===== src/rtl/time_keeper_fmt.sv =====
// -----------------------------------------------------------------------------
// time_keeper_fmt
//
// Time-of-day keeper with a clock prescaler, a one-cycle set handshake and
// 12 h / 24 h display formatting.
//
// The prescaler counts enabled clk cycles. Once per TICK_DIV enabled cycles
// the time advances by one second. Internally the hour is always kept in
// 24 h form (hour24). The displayed hour is derived from hour24 and mode12
// combinationally.
//
// A set request is a valid/ready handshake:
//   - An in-range request loads the new time, clears the prescaler and
//     spends one cycle in LOAD. set_ready is low during that cycle.
//   - An out-of-range request is dropped and set_err is pulsed for one cycle.
//
// Ports
//   clk        in   clock, rising edge
//   rst        in   asynchronous active-high reset
//   en         in   count enable (0 freezes prescaler and time)
//   mode12     in   display format, 1 = 12 h, 0 = 24 h
//   set_valid  in   set request
//   set_ready  out  set request can be accepted (high in RUN)
//   set_hour   in   [4:0] hour to load, 24 h form
//   set_min    in   [5:0] minute to load
//   set_sec    in   [5:0] second to load
//   hour       out  [4:0] displayed hour, formatted per mode12
//   nAM_PM     out  0 = AM, 1 = PM (from hour24, both modes)
//   min        out  [5:0] current minute
//   sec        out  [5:0] current second
//   sec_pulse  out  strobe for the cycle after each second advance
//   day_pulse  out  strobe for the cycle after 23:59:59 -> 00:00:00
//   set_err    out  strobe for the cycle after a rejected set request
//
// FSM states
//   state   | meaning
//   --------+-------------------------------------------------------------
//   ST_RUN  | normal counting, set requests accepted
//   ST_LOAD | one-cycle settle after a load, prescaler and time held
// -----------------------------------------------------------------------------
module time_keeper_fmt #(
  parameter int unsigned TICK_DIV   = 100000000,
  parameter int unsigned START_HOUR = 0
) (
  input  logic       clk,
  input  logic       rst,
  input  logic       en,
  input  logic       mode12,
  input  logic       set_valid,
  output logic       set_ready,
  input  logic [4:0] set_hour,
  input  logic [5:0] set_min,
  input  logic [5:0] set_sec,
  output logic [4:0] hour,
  output logic       nAM_PM,
  output logic [5:0] min,
  output logic [5:0] sec,
  output logic       sec_pulse,
  output logic       day_pulse,
  output logic       set_err
);

  // TICK_DIV >= 2 is legal, so the width is at least one bit. The guard
  // only keeps an illegal TICK_DIV of 1 from producing a zero-width vector.
  localparam int unsigned PRE_W = (TICK_DIV > 1) ? $clog2(TICK_DIV) : 1;

  localparam logic [PRE_W-1:0] PRE_MAX  = PRE_W'(TICK_DIV - 1);
  localparam logic [PRE_W-1:0] PRE_ONE  = PRE_W'(1);
  localparam logic [4:0]       HOUR_RST = 5'(START_HOUR);

  localparam logic [4:0] HOUR_LAST = 5'd23;
  localparam logic [5:0] MS_LAST   = 6'd59;

  typedef enum logic {
    ST_RUN  = 1'b0,
    ST_LOAD = 1'b1
  } state_t;

  state_t state_q, state_d;

  logic [PRE_W-1:0] prescale_q, prescale_d;
  logic [4:0]       hour24_q,   hour24_d;
  logic [5:0]       min_q,      min_d;
  logic [5:0]       sec_q,      sec_d;
  logic             sec_pulse_q, sec_pulse_d;
  logic             day_pulse_q, day_pulse_d;
  logic             set_err_q,   set_err_d;

  logic set_accept;
  logic set_in_range;
  logic load_ok;
  logic tick;

  logic       sec_wrap;
  logic       min_wrap;
  logic       hour_wrap;
  logic [5:0] sec_inc;
  logic [5:0] min_inc;
  logic [4:0] hour_inc;

  // ---------------------------------------------------------------------------
  // FSM: state register
  // ---------------------------------------------------------------------------
  always_ff @(posedge clk or posedge rst) begin
    if (rst) begin
      state_q <= ST_RUN;
    end else begin
      state_q <= state_d;
    end
  end

  // ---------------------------------------------------------------------------
  // FSM: next state
  // ---------------------------------------------------------------------------
  always_comb begin
    state_d = state_q;
    case (state_q)
      ST_RUN:  if (load_ok) state_d = ST_LOAD;
      // LOAD always lasts exactly one cycle, whatever set_valid does.
      ST_LOAD: state_d = ST_RUN;
      default: state_d = ST_RUN;
    endcase
  end

  // ---------------------------------------------------------------------------
  // FSM: outputs
  // ---------------------------------------------------------------------------
  always_comb begin
    set_ready = 1'b0;
    case (state_q)
      ST_RUN:  set_ready = 1'b1;
      ST_LOAD: set_ready = 1'b0;
      default: set_ready = 1'b0;
    endcase
  end

  // ---------------------------------------------------------------------------
  // Set request decode
  // ---------------------------------------------------------------------------
  always_comb begin
    set_accept   = set_valid && set_ready;
    set_in_range = (set_hour <= HOUR_LAST) && (set_min <= MS_LAST) &&
                   (set_sec <= MS_LAST);
    load_ok      = set_accept && set_in_range;
  end

  // ---------------------------------------------------------------------------
  // Time advance (next values if a second tick happens this cycle)
  // ---------------------------------------------------------------------------
  always_comb begin
    tick      = (state_q == ST_RUN) && en && (prescale_q == PRE_MAX);

    sec_wrap  = (sec_q == MS_LAST);
    min_wrap  = (min_q == MS_LAST);
    hour_wrap = (hour24_q == HOUR_LAST);

    sec_inc   = sec_wrap  ? 6'd0 : sec_q + 6'd1;
    min_inc   = min_wrap  ? 6'd0 : min_q + 6'd1;
    hour_inc  = hour_wrap ? 5'd0 : hour24_q + 5'd1;
  end

  // ---------------------------------------------------------------------------
  // Datapath next state
  // ---------------------------------------------------------------------------
  always_comb begin
    prescale_d  = prescale_q;
    hour24_d    = hour24_q;
    min_d       = min_q;
    sec_d       = sec_q;
    sec_pulse_d = 1'b0;
    day_pulse_d = 1'b0;
    set_err_d   = set_accept && !set_in_range;

    if (load_ok) begin
      // A load wins over a tick that lands on the same edge. That tick is
      // simply lost and no strobe is raised for it.
      hour24_d   = set_hour;
      min_d      = set_min;
      sec_d      = set_sec;
      prescale_d = '0;
    end else if (tick) begin
      prescale_d  = '0;
      sec_d       = sec_inc;
      sec_pulse_d = 1'b1;
      if (sec_wrap) begin
        min_d = min_inc;
        if (min_wrap) begin
          hour24_d    = hour_inc;
          day_pulse_d = hour_wrap;
        end
      end
    end else if ((state_q == ST_RUN) && en) begin
      prescale_d = prescale_q + PRE_ONE;
    end
  end

  // ---------------------------------------------------------------------------
  // Datapath registers
  // ---------------------------------------------------------------------------
  always_ff @(posedge clk or posedge rst) begin
    if (rst) begin
      prescale_q  <= '0;
      hour24_q    <= HOUR_RST;
      min_q       <= 6'd0;
      sec_q       <= 6'd0;
      sec_pulse_q <= 1'b0;
      day_pulse_q <= 1'b0;
      set_err_q   <= 1'b0;
    end else begin
      prescale_q  <= prescale_d;
      hour24_q    <= hour24_d;
      min_q       <= min_d;
      sec_q       <= sec_d;
      sec_pulse_q <= sec_pulse_d;
      day_pulse_q <= day_pulse_d;
      set_err_q   <= set_err_d;
    end
  end

  // ---------------------------------------------------------------------------
  // Display formatting. This path is purely combinational, so a mode12
  // change shows on hour at once and never touches the stored time.
  // ---------------------------------------------------------------------------
  always_comb begin
    hour = hour24_q;
    if (mode12) begin
      if (hour24_q == 5'd0) begin
        hour = 5'd12;
      end else if (hour24_q > 5'd12) begin
        hour = hour24_q - 5'd12;
      end else begin
        hour = hour24_q;
      end
    end
    nAM_PM = (hour24_q >= 5'd12);
  end

  assign min       = min_q;
  assign sec       = sec_q;
  assign sec_pulse = sec_pulse_q;
  assign day_pulse = day_pulse_q;
  assign set_err   = set_err_q;

endmodule

===== config.mk =====
export PLATFORM = sky130hd
export DESIGN_NAME = time_keeper_fmt
export DESIGN_NICKNAME = d
export VERILOG_FILES = /design/src/rtl/time_keeper_fmt.sv
export SDC_FILE = /design/constraint.sdc
export NUM_CORES = 1
export LEC_CHECK = 0
export ABC_AREA = 1
export CAP_MARGIN = 20
export CORE_MARGIN = 4
export CORE_UTILIZATION = 25
export DETAILED_ROUTE_END_ITERATION = 10
export GPL_TIMING_DRIVEN = 0
export PLACE_DENSITY = 0.46
export SYNTH_ARGS = -nofsm -noshare
export SYNTH_HDL_FRONTEND = slang
export SYNTH_SLANG_ARGS = --single-unit

===== constraint.sdc =====
create_clock -name clk -period 3.6 [get_ports clk]
set_input_delay 0.72 -clock clk [delete_from_list [all_inputs] [get_ports clk]]
set_output_delay 0.72 -clock clk [all_outputs]
set_load 0.05 [all_outputs]

==> key figures, run 1 <==
Detailed routing
  • Routed wire length: approximately 8700 um
  • Via count: between 3k and 4k
  • DR iter-0 viols: between 70 and 80
  • Wire length per cell: between 10 and 15 um
  • Antenna Nets Post-Route: 0
  • Remaining DRCs: 0
  • Vias per cell: approximately 4.4
  • Iteration count of the initial detailed-routing pass: 4

CTS
  • Setup Fix Bufs, Post-CTS: 0
  • Root buffer cell: clkbuf_16
  • TritonCTS Buffers: 5
  • Clk_lat worst skew: about 290 ps
  • # resized after CTS: 0
  • Sink Count: 48
  • Total number of H-tree levels: 2
  • CTS tree: done
  • Hold Buf Count CTS: 0
  • Clk buf depth: 2
  • Worst-path clk slew: 70 ps

Timing
  • Fin crit period: around 3400 ps
  • Slew headroom: 65.4%
  • Final hold vios: 0
  • Worst-Margin Slew: between 500 and 600 ps
  • Max Clock Skew: around 8.4 ps
  • FMAX: between 0.2 and 0.3 GHz
  • RSZ-0062 raised after global routing: no
  • Slew Limit Fails: 0
  • Final worst path period share: between 90% and 100%
  • Final setup fails: 0
  • Sum Neg Setup Slack: 0 ps

Worst setup path
  • Crit Path Category: in -> out
  • Max FO, Critical Path: 4
  • Cells on worst reg2reg path: 9
  • WP data required: 2880 ps
  • Critical R2R Capture: prescale_q[24]
  • Reg2reg start: prescale_q[0]
  • Crit path DAT: about 2700 ps
  • Setup crit end kind: primary output
  • R2R setup slack: roughly 1900 ps
  • CP Launch Type: input pin

Die
  • Die height: approximately 120 um
  • Die area: 0.0149 sq mm
  • Area of the core: about 0.013 sq mm
  • Chip width: 122 um
  • I/O pin total: 44
  • Initial Util: 25.6%
  • FP Rows: just over 40

Hold path
  • Min-Delay Path Class: reg -> reg
  • Hold_sp: prescale_q[15]
  • Hold EP: prescale_q[15]
  • Hold Crit Depth: 1

Cells and area
  • Diodes inserted: 0
  • Share of cells above drive strength 1: 7.31%
  • Filler cells: roughly 1.4k
  • Layout area overhead: 25.2%
  • Post-route non-filler standard cell count: between 600 and 700
  • Fin util: about a third
  • Nets: between 500 and 600
  • Design area: 0.00406 sq mm

Placement
  • Port-buffer cells: 43
  • Placed cell areas: between 0.003 and 0.004 sq mm
  • Placed cells: roughly 680
  • Detail Placement HPWL: about 6800 um
  • Routability cong.: 0.856

Global routing
  • Met3 usage: 2.09%
  • First-pass GRT wire length: roughly 15000 um
  • Vias in the first global route: a little under 3k
  • Largest net degree at the start of global routing: 33
  • Met1 capacity usage during global routing: around 16%
  • Antenna violations before repair: 0
  • GR peak layer: met2
  • Global route overflow: 0
  • Overall routing resource usage: 12.1%
  • Met2 Track Usage GR: between 20% and 30%

Yosys
  • Post-synthesis cell type count: 35
  • Main flop type after synthesis: dfrtp_1
  • Syn Inst Count: roughly 470
  • Post-synthesis register bit count: 48
  • Post-synth EDFFs: 0
  • Yosys warning count: 0
  • Sequential element share of the synthesized area: 37.0%
  • Syn nets: approximately 500
  • Post-Syn Area: 0.00325 sq mm
  • Ys async rst share: between 90% and 100%
  • Average size of a mapped cell: 6.94 sq um

Power and ir drop
  • PD cells: about 550 mW/mm^2
  • Leak Pwr: between 0.0015 and 0.002 uW
  • Worst VDD drop: roughly 0.00035 V

Flow run
  • Max-cap violations: 0

Run status
  • Status: finished, final reports clean
==> cells in the final DEF (no fill, tap or decap), types with 8 or more instances in the layout <==
master / Yosys / routed
a21oi_1: 10 / 10
clkdlybuf4s50_1: 0 / 43
dfrtp_1: 48 / 48
ha_1: 8 / 8
inv_1: 60 / 59
nand2_1: 137 / 137
nand3_1: 53 / 53
nand4_1: 10 / 10
nor2_1: 67 / 67
nor3_1: 10 / 10
o21ai_0: 12 / 12
xor2_1: 10 / 10
==> report_power, final <==
part | leakage (uW) | total [uW] | internal, uW | switching [uW]
logic | 0.00120 | 1000 | 358 | 647
clock network | 0.0000701 | 490 | 278 | 212
registers | 0.000640 | 757 | 629 | 127
total | 0.00191 | 2250 | 1260 | 987
==> synth_stat cells, types with 3 or more instances <==
| cell type | instances | area [sq um] |
|---|---|---|
| nand2_4 | 3 | 33.8 |
| nor2_4 | 4 | 45.0 |
| a21oi_1 | 10 | 50.1 |
| buf_4 | 4 | 30.0 |
| nand2_2 | 3 | 18.8 |
| nand4_1 | 10 | 62.6 |
| o21ai_0 | 12 | 60.1 |
| buf_2 | 3 | 15.0 |
| nand2_1 | 137 | 514 |
| nor2_1 | 67 | 251 |
| nand3_1 | 53 | 265 |
| xor2_1 | 10 | 87.6 |
| dfrtp_1 | 48 | 1200 |
| xnor2_1 | 5 | 43.8 |
| ha_1 | 8 | 100 |
| nor3_1 | 10 | 50.1 |
| inv_1 | 60 | 225 |
==> critical path, stage by stage <==
cell,delay (ps)
clkdlybuf4s50_1,500
inv_1,90
nor2_1,90
nor2_1,40
a2111oi_1,370
clkdlybuf4s50_1,870
==> registers in the layout, indices dropped and copies added, names as in the netlist <==
signal      cells
prescale_q     27
min             6
sec             6
hour24_q        5
day_pulse       1
sec_pulse       1
set_err         1
state_q         1
==> worst max path at each step <==
| stage | cells past startpoint | to | from | slack (ps) |
|---|---|---|---|---|
| after floorplan | 4 | hour[4] | mode12 | 190 |
| after global placement | 6 | hour[4] | mode12 | 180 |
| after detailed placement | 6 | hour[4] | mode12 | 190 |
| after CTS | 6 | hour[4] | mode12 | 170 |
| after global routing | 6 | hour[4] | mode12 | 130 |
| final | 6 | hour[4] | mode12 | 190 |
==> kinds of logic after synthesis <==
group | synth area share, %
flip-flops | 37.0
adder cells (fa/ha/maj) | 3.08
XOR/XNOR | 4.05
buffers and inverters | 9.17
AND/OR/NAND/NOR | 41.4
AO/OA/AOI/OAI | 5.24
==> through the flow <==
stage          power [uW]  hold slack (ps)  setup WS [ps]
3_5_place_dp         1780              500            190
6_report             2250              516            193
4_1_cts              2280              511            173
5_1_grt              2390              548            125
2_1_floorplan        1440              457            190
3_3_place_gp         1770              487            183
==> layout make-up <==
class / count / area [sq um] / share of cell area, %
Buffer: 8 / 60.1 / 1.48
Clock buffer: 7 / 143 / 3.51
Clock inverter: 1 / 7.51 / 0.185
Inverter: 63 / 238 / 5.85
Multi-Input combinational cell: 349 / 1750 / 43.0
Sequential cell: 48 / 1200 / 29.6
Tap cell: 172 / 215 / 5.30
Timing Repair Buffer: 44 / 450 / 11.1
==> layer usage <==
metal,vias up,share of wire [%]
met5,-,0
met4,0,0.87
met3,6,2.9
met2,46,48
met1,1402,48
li1,1577,-
Note: power is estimated with default switching activity, not from simulation.
==> run 2, diff against run 1 <==
--- a/config.mk
+++ b/config.mk
@@ -12,6 +12,7 @@
 export DETAILED_ROUTE_END_ITERATION = 10
 export GPL_TIMING_DRIVEN = 0
 export PLACE_DENSITY = 0.46
+export RECOVER_POWER = 25
 export SYNTH_ARGS = -nofsm -noshare
 export SYNTH_HDL_FRONTEND = slang
 export SYNTH_SLANG_ARGS = --single-unit
==> run 2 against run 1 <==
The run now ends with max-capacitance violations, max-slew violations left. Setup slack did not move. Fmax unchanged. Combinational power hardly changed. Worst hold slack gained 0.87 ps. Global-route usage stayed put. Largest cell class unchanged. Sequential share of layout area increased by 0.055 points. Clock power about the same. Cell area fell by 0.18%. Count of clock-buffer cells in the layout is the same. Flip-flop and latch count unchanged. Cell count did not move. Largest power group unchanged. Non-clock buffer count did not move.
==> key figures, run 2 (synthesized netlist as in run 1, its figures left out) <==
Run status
  • Status: finished with violations (was finished, final reports clean)
  • Failing checks: max-capacitance violations, max-slew violations

Die
  • I/O pin total: 44 (unchanged)
  • Initial Util: 25.6% (unchanged)
  • FP Rows: 41 (unchanged)
  • Chip width: 122 um (unchanged)
  • Die area: 0.0149 sq mm (unchanged)
  • Die height: 122 um (unchanged)
  • Area of the core: 0.0127 sq mm (unchanged)

CTS
  • Sink Count: 48 (unchanged)
  • Clk_lat worst skew: 290 ps (about the same)
  • TritonCTS Buffers: 5 (unchanged)
  • Total number of H-tree levels: 2 (unchanged)
  • CTS tree: done (unchanged)
  • Setup Fix Bufs, Post-CTS: 0 (unchanged)
  • Root buffer cell: clkbuf_16 (unchanged)
  • Hold Buf Count CTS: 0 (unchanged)
  • # resized after CTS: 0 (unchanged)
  • Clk buf depth: 2 (unchanged)
  • Worst-path clk slew: 70 ps (about the same)

Global routing
  • First-pass GRT wire length: 14600 um (unchanged)
  • Overall routing resource usage: 12.1% (unchanged)
  • Antenna violations before repair: 0 (unchanged)
  • Largest net degree at the start of global routing: 33 (unchanged)
  • Global route overflow: 0 (unchanged)
  • Vias in the first global route: 2957 (unchanged)

Detailed routing
  • Wire length per cell: 12.6 um (about the same)
  • Iteration count of the initial detailed-routing pass: 4 (unchanged)
  • Antenna Nets Post-Route: 0 (unchanged)
  • Remaining DRCs: 0 (unchanged)
  • DR iter-0 viols: 85 (was 76)
  • Routed wire length: 8690 um (was 8700 um)
  • Via count: 3029 (was 3031)
  • Vias per cell: 4.38 (about the same)

Cells and area
  • Max reg flops: 27 (unchanged)
  • Diodes inserted: 0 (unchanged)
  • Commonest non-fill, non-tap cell in the layout: nand2_1 (unchanged)
  • Fin util: 32.0% (was 32.1%)
  • Share of cells above drive strength 1: 6.92% (was 7.31%)
  • Nets: 549 (unchanged)
  • Most flops, register: prescale_q (unchanged)
  • Filler cells: 1411 (unchanged)
  • Layout area overhead: 24.9% (was 25.2%)
  • Commonest cells after routing, fill and taps aside: 137 x nand2_1, 67 x nor2_1, 60 x inv_1, 53 x nand3_1, 48 x dfrtp_1 (was 137 x nand2_1, 67 x nor2_1, 59 x inv_1, 53 x nand3_1, 48 x dfrtp_1)

Power and ir drop
  • Reg power frac: 33.6% (about the same)
  • Tot Pwr: 2250 uW (about the same)
  • Logic gate share of total power: 44.6% (about the same)
  • Leak Pwr: 0.00192 uW (was 0.00191 uW)
  • Internal power: 1260 uW (about the same)
  • Clk pwr share: 21.8% (about the same)
  • Sw Share: 43.8% (about the same)
  • PD cells: 555 mW/mm^2 (was 554 mW/mm^2)
  • Switching Power: 986 uW (was 987 uW)
  • Worst VDD drop: 0.000352 V (about the same)

Timing
  • Worst-Margin Slew: 1510 ps (was 517 ps)
  • Sum Neg Setup Slack: 0 ps (unchanged)
  • Max Clock Skew: 8.73 ps (was 8.42 ps)
  • Final setup fails: 0 (unchanged)
  • RSZ-0062 raised after global routing: no (unchanged)
  • Fin crit period: 3410 ps (unchanged)
  • Slew Limit Fails: 33 (was 0)
  • FMAX: 0.293 GHz (unchanged)
  • Final hold vios: 0 (unchanged)
  • Final worst path period share: 94.7% (unchanged)
  • WHS: 517 ps (was 516 ps)
  • Slew headroom: -0.794% (was 65.4%)

Hold path
  • Hold Crit Depth: 1 (unchanged)
  • Hold EP: prescale_q[15] (unchanged)
  • Min-Delay Path Class: reg -> reg (unchanged)
  • Hold_sp: prescale_q[15] (unchanged)

Worst setup path
  • Max FO, Critical Path: 4 (unchanged)
  • Setup crit end kind: primary output (unchanged)
  • Crit Path Category: in -> out (unchanged)
  • Reg2reg start: prescale_q[0] (unchanged)
  • Critical R2R Capture: prescale_q[24] (unchanged)
  • Critical Path Max Stage Delay: 870 ps (about the same)
  • Crit path DAT: 2690 ps (about the same)
  • Cells along the critical path: clkdlybuf4s50_1, inv_1, nor2_1, nor2_1, a2111oi_1, clkdlybuf4s50_1 (unchanged)
  • CP Launch Type: input pin (unchanged)
  • CP top delay family: buffers and inverters (unchanged)
  • Critical Path Slowest Stage Cell: clkdlybuf4s50_1 (unchanged)
  • R2R setup slack: 1850 ps (about the same)
  • Cells on worst reg2reg path: 9 (unchanged)
  • Worst Path Buf+Inv: 3 (unchanged)
  • WP data required: 2880 ps (about the same)

Placement
  • Detail Placement HPWL: 6770 um (unchanged)
  • Routability cong.: 0.856 (unchanged)
  • Port-buffer cells: 43 (unchanged)

Flow run
  • Max-cap violations: 1 (was 0)
run 2: cell count changes in the layout (fill, tap and decap cells not counted):
cell,before,now
clkdlybuf4s50_1,43,42
inv_2,3,2
inv_1,59,60
dlymetal6s4s_1,0,1
buf_12,1,0
dlygate4sd3_1,0,1
run 2: power groups by stage:
stage | Sequential, uW | Clock, uW | Combinational (uW)
2_1_floorplan | 925 | 0 | 520
4_1_cts | 754 | 502 | 1020
6_report | 757 | 490 | 1000
3_5_place_dp | 762 | 0 | 1020
5_1_grt | 773 | 527 | 1090
3_3_place_gp | 765 | 0 | 1010
run 2: layout make-up:
cell class                 instances  area (sq um)  share of cell area (%)
sequential                        48          1200                    29.6
buffer                             8          60.1                    1.48
clock inverter                     1          7.51                   0.185
tap                              172           215                    5.31
timing repair buffer              44           443                    10.9
inverter                          63           238                    5.86
clock buffer                       7           143                    3.52
multi-input combinational        349          1750                    43.1
run 2: how the worst max path moves through the flow:
stage                start  endpoint  slack [ps]  depth (start not counted)
floorplan           mode12   hour[4]         190                          4
global placement    mode12   hour[4]         180                          6
detailed placement  mode12   hour[4]         190                          6
CTS                 mode12   hour[4]         170                          6
global route        mode12   hour[4]         130                          6
finish              mode12   hour[4]         190                          6
run 2: worst reg2reg max path: cells and delay by family (launching register included):
kind                     cells  cell delay [ps]
AO/OA/AOI/OAI                1              280
adder cells (fa/ha/maj)      1              210
AND/OR/NAND/NOR              5              410
buffers and inverters        2              370
flip-flops                   1              410
run 2: metal layers:
metal,wire [um],GRT usage [%],part of all wire [%],vias up
li1,-,-,-,1577
met1,4180,16.3,48,1397
met2,4170,20.3,48,49
met3,260,2.09,3.0,6
met4,76,3.01,0.87,0
met5,0,0,0,-
run 2: through the flow:
step	cells	setup WS [ps]	cell area, sq um
3_5_place_dp	684	190	3910
6_report	692	193	4060
2_1_floorplan	468	190	3250
5_1_grt	692	125	4060
3_3_place_gp	683	183	3890
4_1_cts	692	173	4060
